--- src/rtl/pipeline_controller_pkg.sv ---
// pipeline_controller_pkg
// Shared encodings and widths for the pipeline controller and its
// forwarding-select sub-module.
//   pc_src_e   : next-PC source select (PC+1 / const / offset / stack)
//   fwd_sel_e  : EX operand source select (RF / MEM ALU result / WB data)
//   state_e    : controller state (RUN / DRAIN / HALTED)
//   REG_ID_W   : register-id width
//   CNT_W      : performance counter width
package pipeline_controller_pkg;

  localparam int REG_ID_W = 3;
  localparam int CNT_W    = 16;

  typedef enum logic [1:0] {
    PC_SRC_SEQ    = 2'd0,
    PC_SRC_CONST  = 2'd1,
    PC_SRC_OFFSET = 2'd2,
    PC_SRC_STACK  = 2'd3
  } pc_src_e;

  typedef enum logic [1:0] {
    FWD_RF  = 2'd0,
    FWD_MEM = 2'd1,
    FWD_WB  = 2'd2
  } fwd_sel_e;

  typedef enum logic [1:0] {
    ST_RUN    = 2'd0,
    ST_DRAIN  = 2'd1,
    ST_HALTED = 2'd2
  } state_e;

endpackage

--- src/rtl/pipeline_controller_fwd_select.sv ---
// fwd_select
// Chooses the source of one EX operand. A pending MEM-stage write to the
// same register wins over a WB-stage write because it is the younger value.
// Register 0 is treated like any other register.
// Ports:
//   ex_rs   in  EX operand register id
//   mem_rd  in  MEM destination id,  mem_we in MEM write enable
//   wb_rd   in  WB destination id,   wb_we  in WB write enable
//   sel     out forwarding select (fwd_sel_e encoding)
module fwd_select
  import pipeline_controller_pkg::*;
(
  input  logic [REG_ID_W-1:0] ex_rs,
  input  logic [REG_ID_W-1:0] mem_rd,
  input  logic                mem_we,
  input  logic [REG_ID_W-1:0] wb_rd,
  input  logic                wb_we,
  output logic [1:0]          sel
);

  // Operand source priority: MEM, then WB, then register file.
  always_comb begin
    sel = FWD_RF;
    if (mem_we && (mem_rd == ex_rs)) begin
      sel = FWD_MEM;
    end else if (wb_we && (wb_rd == ex_rs)) begin
      sel = FWD_WB;
    end else begin
      sel = FWD_RF;
    end
  end

endmodule

--- src/rtl/pipeline_controller.sv ---
// pipeline_controller
// Hazard, redirect, forwarding and halt control for a 5-stage pipeline.
// Ports:
//   clk, rst (sync active-low)
//   id_*            ID-stage decode info (sources, branch/jump/ret)
//   ex_*            EX-stage info (dest, load, flag-writer, operand ids)
//   mem_*, wb_*     MEM/WB destination ids and write enables
//   halt_req        level request to drain and freeze the pipeline
//   clr_cnt         clears the performance counters
//   pc_ld, pr1_ld, pr1_flush, pr2_flush, pc_src, stack_en : pipeline control
//   fwd_a_sel, fwd_b_sel : EX operand forwarding selects
//   halt_ack        registered, high while HALTED
//   stall_cnt, flush_cnt : saturating performance counters
module pipeline_controller
  import pipeline_controller_pkg::*;
#(
  parameter int DRAIN_CYCLES = 4
) (
  input  logic                clk,
  input  logic                rst,
  input  logic [REG_ID_W-1:0] id_rs1,
  input  logic [REG_ID_W-1:0] id_rs2,
  input  logic                id_use_rs1,
  input  logic                id_use_rs2,
  input  logic                id_cond_branch,
  input  logic                id_branch_taken,
  input  logic                id_jump_const,
  input  logic                id_ret,
  input  logic [REG_ID_W-1:0] ex_rd,
  input  logic                ex_mem_read,
  input  logic                ex_sets_flags,
  input  logic [REG_ID_W-1:0] ex_rs1,
  input  logic [REG_ID_W-1:0] ex_rs2,
  input  logic [REG_ID_W-1:0] mem_rd,
  input  logic [REG_ID_W-1:0] wb_rd,
  input  logic                mem_we,
  input  logic                wb_we,
  input  logic                halt_req,
  input  logic                clr_cnt,
  output logic                pc_ld,
  output logic                pr1_ld,
  output logic                pr1_flush,
  output logic                pr2_flush,
  output logic [1:0]          pc_src,
  output logic                stack_en,
  output logic [1:0]          fwd_a_sel,
  output logic [1:0]          fwd_b_sel,
  output logic                halt_ack,
  output logic [CNT_W-1:0]    stall_cnt,
  output logic [CNT_W-1:0]    flush_cnt
);

  // Drain counter needs at least one bit even for DRAIN_CYCLES == 1.
  localparam int DRAIN_W = (DRAIN_CYCLES > 1) ? $clog2(DRAIN_CYCLES) : 1;

  state_e             state_q, state_d;
  logic [DRAIN_W-1:0] drain_cnt_q, drain_cnt_d;
  logic               halt_ack_q, halt_ack_d;
  logic [CNT_W-1:0]   stall_cnt_q, stall_cnt_d;
  logic [CNT_W-1:0]   flush_cnt_q, flush_cnt_d;

  logic               load_use_s;
  logic               flag_haz_s;
  logic               run_s;
  logic               stall_s;
  logic               redirect_s;
  pc_src_e            pc_src_s;
  logic [1:0]         fwd_a_raw_s;
  logic [1:0]         fwd_b_raw_s;

  fwd_select u_fwd_a (
    .ex_rs  (ex_rs1),
    .mem_rd (mem_rd),
    .mem_we (mem_we),
    .wb_rd  (wb_rd),
    .wb_we  (wb_we),
    .sel    (fwd_a_raw_s)
  );

  fwd_select u_fwd_b (
    .ex_rs  (ex_rs2),
    .mem_rd (mem_rd),
    .mem_we (mem_we),
    .wb_rd  (wb_rd),
    .wb_we  (wb_we),
    .sel    (fwd_b_raw_s)
  );

  // Hazard and redirect qualification; only meaningful in RUN.
  always_comb begin
    load_use_s = ex_mem_read &&
                 (((ex_rd == id_rs1) && id_use_rs1) ||
                  ((ex_rd == id_rs2) && id_use_rs2));
    flag_haz_s = id_cond_branch && ex_sets_flags;
    run_s      = (state_q == ST_RUN);
    stall_s    = run_s && (load_use_s || flag_haz_s);
    redirect_s = run_s && !stall_s && (id_ret || id_jump_const || id_branch_taken);
  end

  // Control outputs and next-state; defaults are the frozen/bubble values.
  always_comb begin
    pc_ld       = 1'b0;
    pr1_ld      = 1'b0;
    pr1_flush   = 1'b1;
    pr2_flush   = 1'b1;
    stack_en    = 1'b0;
    pc_src_s    = PC_SRC_SEQ;
    state_d     = state_q;
    drain_cnt_d = drain_cnt_q;
    if (!rst) begin
      state_d     = ST_RUN;
      drain_cnt_d = DRAIN_W'(0);
    end else begin
      case (state_q)
        ST_RUN: begin
          if (stall_s) begin
            pr1_ld    = 1'b0;
            pr1_flush = 1'b0;
            pr2_flush = 1'b1;
          end else if (redirect_s) begin
            pc_ld     = 1'b1;
            pr1_ld    = 1'b1;
            pr1_flush = 1'b1;
            pr2_flush = 1'b0;
            stack_en  = 1'b1;
            if (id_ret) begin
              pc_src_s = PC_SRC_STACK;
            end else if (id_jump_const) begin
              pc_src_s = PC_SRC_CONST;
            end else begin
              pc_src_s = PC_SRC_OFFSET;
            end
          end else begin
            pc_ld     = 1'b1;
            pr1_ld    = 1'b1;
            pr1_flush = 1'b0;
            pr2_flush = 1'b0;
            stack_en  = 1'b1;
            if (halt_req) begin
              state_d     = ST_DRAIN;
              drain_cnt_d = DRAIN_W'(DRAIN_CYCLES - 1);
            end else begin
              state_d = ST_RUN;
            end
          end
        end
        ST_DRAIN: begin
          if (drain_cnt_q == DRAIN_W'(0)) begin
            state_d = ST_HALTED;
          end else begin
            drain_cnt_d = drain_cnt_q - DRAIN_W'(1);
          end
        end
        ST_HALTED: begin
          if (!halt_req) begin
            state_d = ST_RUN;
          end else begin
            state_d = ST_HALTED;
          end
        end
        default: begin
          state_d     = ST_RUN;
          drain_cnt_d = DRAIN_W'(0);
        end
      endcase
    end
  end

  // halt_ack follows the HALTED state one edge later, like the state itself.
  always_comb begin
    halt_ack_d = (state_d == ST_HALTED);
  end

  // Saturating counters; clear wins over an increment in the same cycle.
  always_comb begin
    stall_cnt_d = stall_cnt_q;
    flush_cnt_d = flush_cnt_q;
    if (clr_cnt) begin
      stall_cnt_d = CNT_W'(0);
      flush_cnt_d = CNT_W'(0);
    end else begin
      if (stall_s && (stall_cnt_q != {CNT_W{1'b1}})) begin
        stall_cnt_d = stall_cnt_q + CNT_W'(1);
      end else begin
        stall_cnt_d = stall_cnt_q;
      end
      if (redirect_s && (flush_cnt_q != {CNT_W{1'b1}})) begin
        flush_cnt_d = flush_cnt_q + CNT_W'(1);
      end else begin
        flush_cnt_d = flush_cnt_q;
      end
    end
  end

  // State, drain counter, halt_ack and counter registers.
  always_ff @(posedge clk) begin
    if (!rst) begin
      state_q     <= ST_RUN;
      drain_cnt_q <= DRAIN_W'(0);
      halt_ack_q  <= 1'b0;
      stall_cnt_q <= CNT_W'(0);
      flush_cnt_q <= CNT_W'(0);
    end else begin
      state_q     <= state_d;
      drain_cnt_q <= drain_cnt_d;
      halt_ack_q  <= halt_ack_d;
      stall_cnt_q <= stall_cnt_d;
      flush_cnt_q <= flush_cnt_d;
    end
  end

  // Forwarding selects are held at RF while in reset.
  always_comb begin
    if (!rst) begin
      fwd_a_sel = 2'd0;
      fwd_b_sel = 2'd0;
    end else begin
      fwd_a_sel = fwd_a_raw_s;
      fwd_b_sel = fwd_b_raw_s;
    end
  end

  assign pc_src    = pc_src_s;
  assign halt_ack  = halt_ack_q;
  assign stall_cnt = stall_cnt_q;
  assign flush_cnt = flush_cnt_q;

endmodule

--- config.mk ---
export PLATFORM = sky130hd
export DESIGN_NAME = pipeline_controller
export DESIGN_NICKNAME = d
export VERILOG_FILES = /design/src/rtl/pipeline_controller_pkg.sv /design/src/rtl/pipeline_controller_fwd_select.sv /design/src/rtl/pipeline_controller.sv
export SDC_FILE = /design/constraint.sdc
export NUM_CORES = 1
export LEC_CHECK = 0
export CORE_AREA = 2 2 83 85
export CTS_CLUSTER_SIZE = 12
export DETAILED_ROUTE_END_ITERATION = 8
export DIE_AREA = 0 0 85 87
export PLACE_DENSITY = 0.65
export SETUP_SLACK_MARGIN = 0.02
export SYNTH_ARGS = -nofsm -noshare
export SYNTH_HDL_FRONTEND = slang
export SYNTH_SLANG_ARGS = --single-unit
--- constraint.sdc ---
create_clock -name clk -period 5.75 [get_ports clk]
set_clock_uncertainty 0.2 [all_clocks]
set_input_delay 0.8625 -clock clk [delete_from_list [all_inputs] [get_ports clk]]
set_output_delay 0.8625 -clock clk [all_outputs]
set_load 0.03 [all_outputs]
=== Yosys cells after proc, flatten, opt, wreduce, memory -nomap -nowiden ===
Cells that the tools add are included.

* Multiplexer cells: 34
* Reduce and logical (&&, ||, !) cells: 22
* Bitwise operators: 2
* Equal/unequal tests: 15
* Add/sub/neg operators: 3

{| class="wikitable"
|+ Operators with widths
! operator !! number
|-
| $mux W2 || 21
|-
| $add A16 B1 Y16 const B || 2
|-
| $ne A16 B16 Y1 const B || 2
|-
| $eq A3 B3 Y1 || 6
|-
| $logic_and A1 B1 Y1 || 13
|-
| $pmux W2 S3 || 2
|-
| $mux W1 || 11
|-
| $ne A2 B2 Y1 const B || 4
|-
| $reduce_and A5 Y1 || 1
|-
| $eq A2 B2 Y1 const B || 2
|-
| $logic_not A2 Y1 || 2
|-
| $logic_or A1 B1 Y1 || 4
|-
| $eq A2 B1 Y1 const B || 1
|-
| $not A1 Y1 || 2
|-
| $reduce_or A2 Y1 || 1
|-
| $sub A2 B1 Y2 const B || 1
|-
| $logic_not A1 Y1 || 1
|}

* Logic and storage cells: 81
* Register bits: 37
* Output and inout port bits: 44

=== Logic depth before layout (Yosys ltp) ===
Gate-level depths: netlist of run 1.

* Depth after elaboration: 14
* Mapped depth: 8
* Depth with buffers taken out: 7

=== Hierarchy ===
A second synthesis of run 1 with hierarchy kept.

* Cells, all modules: 286
* Area total of the unflattened synthesis: 2,279.7 µm²

{| class="wikitable"
|+ By module, submodules not included
! module !! seq. area each (µm²) !! times used !! area an instance (µm²) !! cells an instance
|-
| pipeline_controller || 740.7 || 1 || 2,127.0 || 268
|-
| fwd_select || 0.0 || 2 || 76.3 || 9
|}

=== Worst setup path after synthesis of run 1 ===
OpenSTA, ideal clock, no wires.

* Path kind: in2out
* From: input id_rs1[2]
* To: output pr1_ld
* Stages on the path: 8
* Path slack: 1,860 ps
* Arrival time: 2,828 ps
* Path through: xor2_1 -> or4_4 -> and2_4 -> buf_6 -> clkbuf_1 -> nand3_1 -> inv_1 -> buf_4

* Longest elaborated chain between the ends: 9

{| class="wikitable"
|+ Ends and longest elaborated chain
! item !! line !! RTL
|-
| start, declared || pipeline_controller.sv:21 || <nowiki>input logic [REG_ID_W-1:0] id_rs1,</nowiki>
|-
| $eq A3 B3 Y1 || pipeline_controller.sv:92 || <nowiki>(((ex_rd == id_rs1) && id_use_rs1) ||</nowiki>
|-
| $logic_and A1 B1 Y1 || pipeline_controller.sv:92 ||
|-
| $logic_or A1 B1 Y1 || pipeline_controller.sv:92 ||
|-
| $logic_and A1 B1 Y1 || pipeline_controller.sv:91 || <nowiki>load_use_s = ex_mem_read &&</nowiki>
|-
| $logic_or A1 B1 Y1 || pipeline_controller.sv:96 || <nowiki>stall_s = run_s && (load_use_s || flag_haz_s);</nowiki>
|-
| $logic_and A1 B1 Y1 || pipeline_controller.sv:96 ||
|-
| $mux W1 (3 in series) || n/a ||
|-
| end, declared || pipeline_controller.sv:41 || <nowiki>output logic pr1_ld,</nowiki>
|}

Every way passes these cells.

=== Worst setup path after layout of run 1 ===
* From: input ex_rd[2]
* To: output pc_src[1]

* Longest elaborated chain between the ends: 13

{| class="wikitable"
|+ Ends and longest elaborated chain
! item !! line !! RTL
|-
| start, declared || pipeline_controller.sv:29 || <nowiki>input logic [REG_ID_W-1:0] ex_rd,</nowiki>
|-
| $eq A3 B3 Y1, on equally long branches || pipeline_controller.sv:92, pipeline_controller.sv:93 ||
|-
| $logic_and A1 B1 Y1, on equally long branches || pipeline_controller.sv:92, pipeline_controller.sv:93 ||
|-
| $logic_or A1 B1 Y1 (*) || pipeline_controller.sv:92 ||
|-
| $logic_and A1 B1 Y1 (*) || pipeline_controller.sv:91 ||
|-
| $logic_or A1 B1 Y1 (*) || pipeline_controller.sv:96 ||
|-
| $logic_and A1 B1 Y1 (*) || pipeline_controller.sv:96 ||
|-
| $logic_not A1 Y1 || pipeline_controller.sv:97 || <nowiki>redirect_s = run_s && !stall_s && (id_ret || id_jump_const || id_branch_taken);</nowiki>
|-
| $logic_and A1 B1 Y1 (2 in series) || pipeline_controller.sv:97 ||
|-
| $mux W2 || pipeline_controller.sv:120 || <nowiki>end else if (redirect_s) begin</nowiki>
|-
| $mux W2 (*) || pipeline_controller.sv:116 || <nowiki>if (stall_s) begin</nowiki>
|-
| $mux W2 (*) || pipeline_controller.sv:114 || <nowiki>case (state_q)</nowiki>
|-
| $mux W2 (*) || pipeline_controller.sv:110 || <nowiki>if (!rst) begin</nowiki>
|-
| end, declared || pipeline_controller.sv:44 || <nowiki>output logic [1:0] pc_src,</nowiki>
|}

Mark *: on every way between the ends. The rest lies on a longest branch, timed or not.

==> reports/summary.txt, run 1 <==
CELLS AND AREA
--------------------------------------------------------------------------------------
Final std cells w/o fill                                                           433
Net count of the finished layout                                                   390
Most common cell after layout, fill and taps aside                        clkdlybuf4s50_1
Number of inserted diodes                                                            0
Area growth from synthesis to final layout                                       40.2%
Most used cells in the layout excluding fill and tap cells                78 x clkdlybuf4s50_1, 37 x dfxtp_1, 27 x a21oi_1
Layout cells sized above 1                                                      0.0283

CLOCKING
--------------------------------------------------------------------------------------
Post-CTS Hold Fix Bufs                                                               0
TritonCTS Buffers                                                                    5
Clock slew at reported path FFs                                                  70 ps
Clock sink total                                                                    37
Number of setup buffers added after CTS                                              0
CTS root buffer                                                               clkbuf_8
CTS tree                                                                           yes
Cts repair resizes                                                                   0
Number of buffers on the longest clock path                                          2
H-tree levels                                                                        2
Clock latency reported for the late side of the worst-skew pair                 290 ps

CRITICAL PATH
--------------------------------------------------------------------------------------
Worst Setup Path Type                                                           in2out
CP required                                                                    4690 ps
Crit Reg-Reg Endpoint                                                     stall_cnt[5]$_SDFFE_PP0P_
Crit. End Element                                                         primary output
Depth of the most critical reg-to-reg path                                           4
Origin of the critical flop-to-flop path                                  state_q[1]$_SDFF_PN0_
Startpoint of the worst setup timing path                                     ex_rd[2]
Arrival @ worst endpoint                                                       3180 ps
Internal reg-to-reg setup slack                                                3240 ps
CP startpoint kind                                                          input port
CP Max Fanout                                                                       24

FLOORPLAN
--------------------------------------------------------------------------------------
Floorplan die area                                                          7400 sq um
Effective utilization at floorplan                                               0.338
Cell row count                                                                      30
Core region area                                                            6570 sq um
Die W                                                                       85 microns
Count of pins on the block boundary                                                 79
Chip Height                                                                 87 microns

GRT
--------------------------------------------------------------------------------------
Number of antenna violations at the first check in global routing                    0
Maximum number of pins on one net before global-route repair                        29
Wire length of the first global-routing pass                              9930 microns
Overflow after GRT                                                                   0
Gr usage total                                                                   0.162
Vias in the first global route                                                    2128

SYNTHESIS
--------------------------------------------------------------------------------------
Synth cell types                                                                    43
Number of storage elements in the synthesis netlist                                 37
Count of synthesis-stage warnings from yosys                                         0
Proportion of synthesized chip area in sequential cells                          0.334
Synthesized cell area                                                       2220 sq um
EDFF count, synth                                                                    0
Average footprint of a synthesized cell                                     7.93 sq um
Share of synthesized flip-flops with an asynchronous set or reset                    0
Cell count after synthesis                                                         280
Primary flip-flop cell chosen by synthesis mapping                             dfxtp_1
Total nets after synthesis                                                         318

DRT
--------------------------------------------------------------------------------------
Final ANT Viol Nets                                                                  0
Detailed-route via count                                                          2343
Drt first pass iters                                                                 4
Vias/cell                                                                         5.41
Number of DRC markers in iteration 0                                               103
Remaining design rule violation count                                                0
Wirelength per Cell                                                       13.7 microns
Total Wirelength                                                          5940 microns

PLACED DESIGN
--------------------------------------------------------------------------------------
Worst slack, placed                                                            1500 ps
Weighted congestion reported at the end of routability-driven placement          0.778
Total of buffers placed on input and output ports                                   78
Placed cell count                                                                  425
Post-detail-place hpwl                                                    4550 microns

STA
--------------------------------------------------------------------------------------
Final worst setup slack                                                        1510 ps
Minimum clock period after layout                                              4240 ps
Remaining max-slew budget at the tightest pin                                    0.353
Achievable Freq                                                              0.236 GHz
Number of setup violations in the final report                                       0
Unrepaired setup endpoints after global routing                                     no
Slew of the pin with the lowest slew margin                                     970 ps
Final Hold Fails                                                                     0
Final worst-path cycle share                                                     0.737
Max Slew Vio Count                                                                   0
Setup TNS                                                                         0 ps

HOLD PATH
--------------------------------------------------------------------------------------
Hold Crit Depth                                                                      2
Startpoint of the worst hold path                                         flush_cnt[13]$_SDFFE_PP0P_
Worst min-delay path class                                                     reg2reg
Hold Path Sink                                                            flush_cnt[13]$_SDFFE_PP0P_

PWR
--------------------------------------------------------------------------------------
Standby leakage power                                                       0.00104 uW
VDD IR-drop max                                                                98.0 uV
Power density relative to cell area                                        171 nW/um^2

RUN
--------------------------------------------------------------------------------------
Count of maximum capacitance violations                                              0

OUTCOME
--------------------------------------------------------------------------------------
Status                                                                       completed

==> kinds of logic after synthesis <==
family | count (synthesis) | share of synthesized area
AOI/OAI and AO/OA | 70 | 0.193
xor gates and xnor gates | 19 | 0.0750
adders and majority gates | 3 | 0.0169
buffers and inverters | 22 | 0.0479
DFF | 37 | 0.334
muxes | 4 | 0.0180
and+or+nand+nor | 125 | 0.316
==> layout make-up <==
| cell class | instances | area, sq um |
|---|---|---|
| inverters | 8 | 30.0 |
| well taps | 80 | 100 |
| clock buffers | 8 | 80.1 |
| fillers | 649 | 3460 |
| multi-input cells | 221 | 1370 |
| repair buffers | 79 | 788 |
| flip-flops and latches | 37 | 741 |
==> worst max path at each step <==
stage	end	slack, ps	depth (start not counted)
6_report	pc_src[1]	1510	7
4_1_cts	stack_en	1500	7
3_5_place_dp	stack_en	1500	7
3_3_place_gp	pr2_flush	1540	6
5_1_grt	pc_src[1]	1390	7
2_1_floorplan	pr1_ld	1860	8
==> flip-flops by register name, indices dropped and copies added (netlist names) <==
name         count
flush_cnt       16
stall_cnt       16
drain_cnt_q      2
state_q          2
halt_ack         1
==> Yosys cell counts (6+ instances only) <==
cell,count,area share
clkbuf_1,8,0.014
o21ai_0,16,0.036
xor2_1,14,0.055
or3_1,14,0.039
a21oi_1,27,0.061
nand2b_1,6,0.017
inv_1,8,0.014
dfxtp_1,37,0.33
nand2_1,24,0.041
nand3_1,13,0.029
o31ai_1,7,0.024
a31oi_1,6,0.017
nor2_1,20,0.034
nand4_1,12,0.034
==> critical path, cell delays in order <==
cell             delay, ps
clkdlybuf4s50_1        520
xor2_1                 150
o41a_1                 270
and2_4                 320
nand3_1                180
nor2_1                 170
clkdlybuf4s50_1        690
==> per-stage QoR <==
step,power [uW],hold slack (ps),instance area [sq um],util
final,532,302,3110,0.474
after global routing,552,322,3110,0.474
after CTS,540,308,3110,0.474
after detailed placement,363,296,3030,0.462
after global placement,362,277,3030,0.462
after floorplan,319,266,2220,-
==> per-layer routing <==
metal,GRT usage,vias to the layer above,part of all wire
met2,0.282,46,0.48
met1,0.208,1099,0.47
met4,0.0346,0,0.0094
met3,0.0313,7,0.041
li1,-,1191,-
met5,0,-,0
==> where the power goes <==
part	switching, uW	internal (uW)
clock network	88.6	86.2
registers	2.20	258
logic	51.3	45.5
total	142	390
(Power assumes the default switching activity.)
==> inputs of run 2 (changes only) <==
--- a/config.mk
+++ b/config.mk
@@ -9,7 +9,7 @@
 export CTS_CLUSTER_SIZE = 12
 export DETAILED_ROUTE_END_ITERATION = 8
 export DIE_AREA = 0 0 85 87
-export PLACE_DENSITY = 0.65
+export PLACE_DENSITY = 0.67
 export SETUP_SLACK_MARGIN = 0.02
 export SYNTH_ARGS = -nofsm -noshare
 export SYNTH_HDL_FRONTEND = slang
==> constraint.sdc (replaced) <==
create_clock -name clk -period 3.9 [get_ports clk]
set_clock_uncertainty 0.2 [all_clocks]
set_input_delay 0.585 -clock clk [delete_from_list [all_inputs] [get_ports clk]]
set_output_delay 0.585 -clock clk [all_outputs]
set_load 0.03 [all_outputs]
==> reports/summary.txt, run 2 (same netlist as run 1, synthesis figures left out) <==
PLACED DESIGN
--------------------------------------------------------------------------------------
Weighted congestion reported at the end of routability-driven placement          0.827   +6.2%
Total of buffers placed on input and output ports                                   78   unchanged
Total placed instance area                                                  3050 sq um   +0.74%
Post-detail-place hpwl                                                    4610 microns   +1.4%

CRITICAL PATH
--------------------------------------------------------------------------------------
Critical Path Most Common Cell                                            clkdlybuf4s50_1
CP startpoint kind                                                          input port
Depth of the most critical reg-to-reg path                                           5   +1
Critical path cell sequence                                               clkdlybuf4s50_1 > xor2_1 > or4_4 > and2_4 > nand3_1 > clkdlybuf4s50_1
Buffers and inverters on the worst path                                              2   unchanged
Crit. End Element                                                         primary output
Critical path's slowest cell                                              clkdlybuf4s50_1
Internal reg-to-reg setup slack                                                1520 ps   -1720 ps
CP Max Fanout                                                                        5   -79%
CP required                                                                    3120 ps   -1570 ps
Arrival @ worst endpoint                                                       2780 ps   -400 ps
CP delay by family, top                                                   buffers and inverters
Stage delay of the slowest cell on the critical path                            700 ps   about the same
Crit Reg-Reg Endpoint                                                     flush_cnt[14]$_SDFFE_PP0P_
Origin of the critical flop-to-flop path                                  state_q[1]$_SDFF_PN0_
Worst Setup Path Type                                                           in2out

HOLD PATH
--------------------------------------------------------------------------------------
Worst min-delay path class                                                     reg2reg
Hold Path Sink                                                            stall_cnt[15]$_SDFFE_PP0P_
Startpoint of the worst hold path                                         stall_cnt[15]$_SDFFE_PP0P_
Hold Crit Depth                                                                      2   unchanged

GRT
--------------------------------------------------------------------------------------
Vias in the first global route                                                    2118   -0.47%
Overflow after GRT                                                                   0   unchanged
Wire length of the first global-routing pass                              9980 microns   +0.55%
Gr usage total                                                                   0.163   +0.00160
Maximum number of pins on one net before global-route repair                        24   -17%
Number of antenna violations at the first check in global routing                    0   unchanged

CLOCKING
--------------------------------------------------------------------------------------
CTS tree                                                                           yes
Number of buffers on the longest clock path                                          2   unchanged
TritonCTS Buffers                                                                    5   unchanged
Clock latency reported for the late side of the worst-skew pair                 290 ps   about the same
Clock slew at reported path FFs                                                  80 ps   about the same
Post-CTS Hold Fix Bufs                                                               0   unchanged
H-tree levels                                                                        2   unchanged
Cts repair resizes                                                                   0   unchanged
Clock sink total                                                                    37   unchanged
CTS root buffer                                                               clkbuf_8
Number of setup buffers added after CTS                                              0   unchanged

STA
--------------------------------------------------------------------------------------
Minimum clock period after layout                                              3560 ps
Setup TNS                                                                         0 ps   unchanged
Max Slew Vio Count                                                                   0   unchanged
Number of setup violations in the final report                                       0   unchanged
Remaining max-slew budget at the tightest pin                                    0.458   +0.105
Achievable Freq                                                              0.281 GHz
Final Hold Fails                                                                     0   unchanged
Final worst-path cycle share                                                     0.914
Unrepaired setup endpoints after global routing                                     no
Slew of the pin with the lowest slew margin                                     807 ps   -163 ps

CELLS AND AREA
--------------------------------------------------------------------------------------
Layout cells sized above 1                                                      0.0394   +0.0111
Area growth from synthesis to final layout                                       41.5%
Most used cells in the layout excluding fill and tap cells                78 x clkdlybuf4s50_1, 37 x dfxtp_1, 27 x a21oi_1
Final Cell Area                                                             3140 sq um   +0.92%
Number of inserted diodes                                                            0   unchanged
Most common cell after layout, fill and taps aside                        clkdlybuf4s50_1
Number of fillers in the final layout                                              648   -0.15%
Net count of the finished layout                                                   393   +0.77%

FLOORPLAN
--------------------------------------------------------------------------------------
Die W                                                                       85 microns   unchanged
Effective utilization at floorplan                                               0.338   unchanged
Floorplan die area                                                          7400 sq um   unchanged
Core region area                                                            6570 sq um   unchanged
Count of pins on the block boundary                                                 79   unchanged
Chip Height                                                                 87 microns   unchanged
Cell row count                                                                      30   unchanged

PWR
--------------------------------------------------------------------------------------
VDD IR-drop max                                                                 100 uV   +2.2%
Power density relative to cell area                                        256 nW/um^2   +50%
Standby leakage power                                                       0.00106 uW   +1.9%

DRT
--------------------------------------------------------------------------------------
Vias/cell                                                                         5.37   -0.76%
Detailed-route via count                                                          2336   -0.30%
Final ANT Viol Nets                                                                  0   unchanged
Total Wirelength                                                          6000 microns   +0.91%
Wirelength per Cell                                                       13.8 microns   +0.44%
Remaining design rule violation count                                                0   unchanged
Number of DRC markers in iteration 0                                                82   -20%
Drt first pass iters                                                                 4   unchanged

OUTCOME
--------------------------------------------------------------------------------------
Status                                                                       completed

RUN
--------------------------------------------------------------------------------------
Count of maximum capacitance violations                                              0   unchanged

==> run 2: cell count changes in the layout (fill, tap and decap cells not counted) <==
cell | before | now
buf_4 | 1 | 4
clkbuf_8 | 5 | 6
clkbuf_1 | 3 | 1
==> run 2: layer usage <==
layer / global-route usage / routed length [microns]
met2: 0.281 / 2940
met3: 0.0256 / 233
met1: 0.212 / 2750
met4: 0.0476 / 73
met5: 0 / 0
==> run 2: through the flow <==
stage	util	std cells	power, uW	hold WS [ps]	setup slack (ps)
after global routing	0.478	435	837	318	281
final	0.478	435	803	296	337
after CTS	0.478	435	810	300	332
after global placement	0.465	428	538	272	338
after detailed placement	0.465	428	539	290	333
after floorplan	-	280	470	266	565
==> run 2: how the worst max path moves through the flow <==
stage                     cells past startpoint      start        end  slack [ps]
after floorplan                               8  id_rs1[2]     pr1_ld         560
after CTS                                     6   ex_rd[2]  pr2_flush         330
after global placement                        6   ex_rd[2]  pr2_flush         340
after detailed placement                      6   ex_rd[2]  pr2_flush         330
after global routing                          6   ex_rd[2]  pr2_flush         280
final                                         6   ex_rd[2]  pr2_flush         340
==> run 2: cell type report <==
cell class                 instances  area [sq um]  share of cell area
clock buffer                       7          86.3              0.0275
inverter                           8          30.0             0.00956
multi-input combinational        221          1370               0.437
sequential                        37           741               0.236
tap                               80           100              0.0319
timing repair buffer              82           811               0.258
==> run 2: report_power, final <==
part           switching, uW  leakage [uW]  total (uW)  internal, uW
Combinational           76.3      0.000721         147          70.4
Clock                    133     0.0000443         273           140
Sequential              3.06      0.000298         383           380
Total                    212       0.00106         803           591
==> run 2: tightest hold or removal path, delay by kind of cell, from the launching register on <==
family           cells  cell delay [ps]
muxes                1               50
and+or+nand+nor      1               60
DFF                  1              340
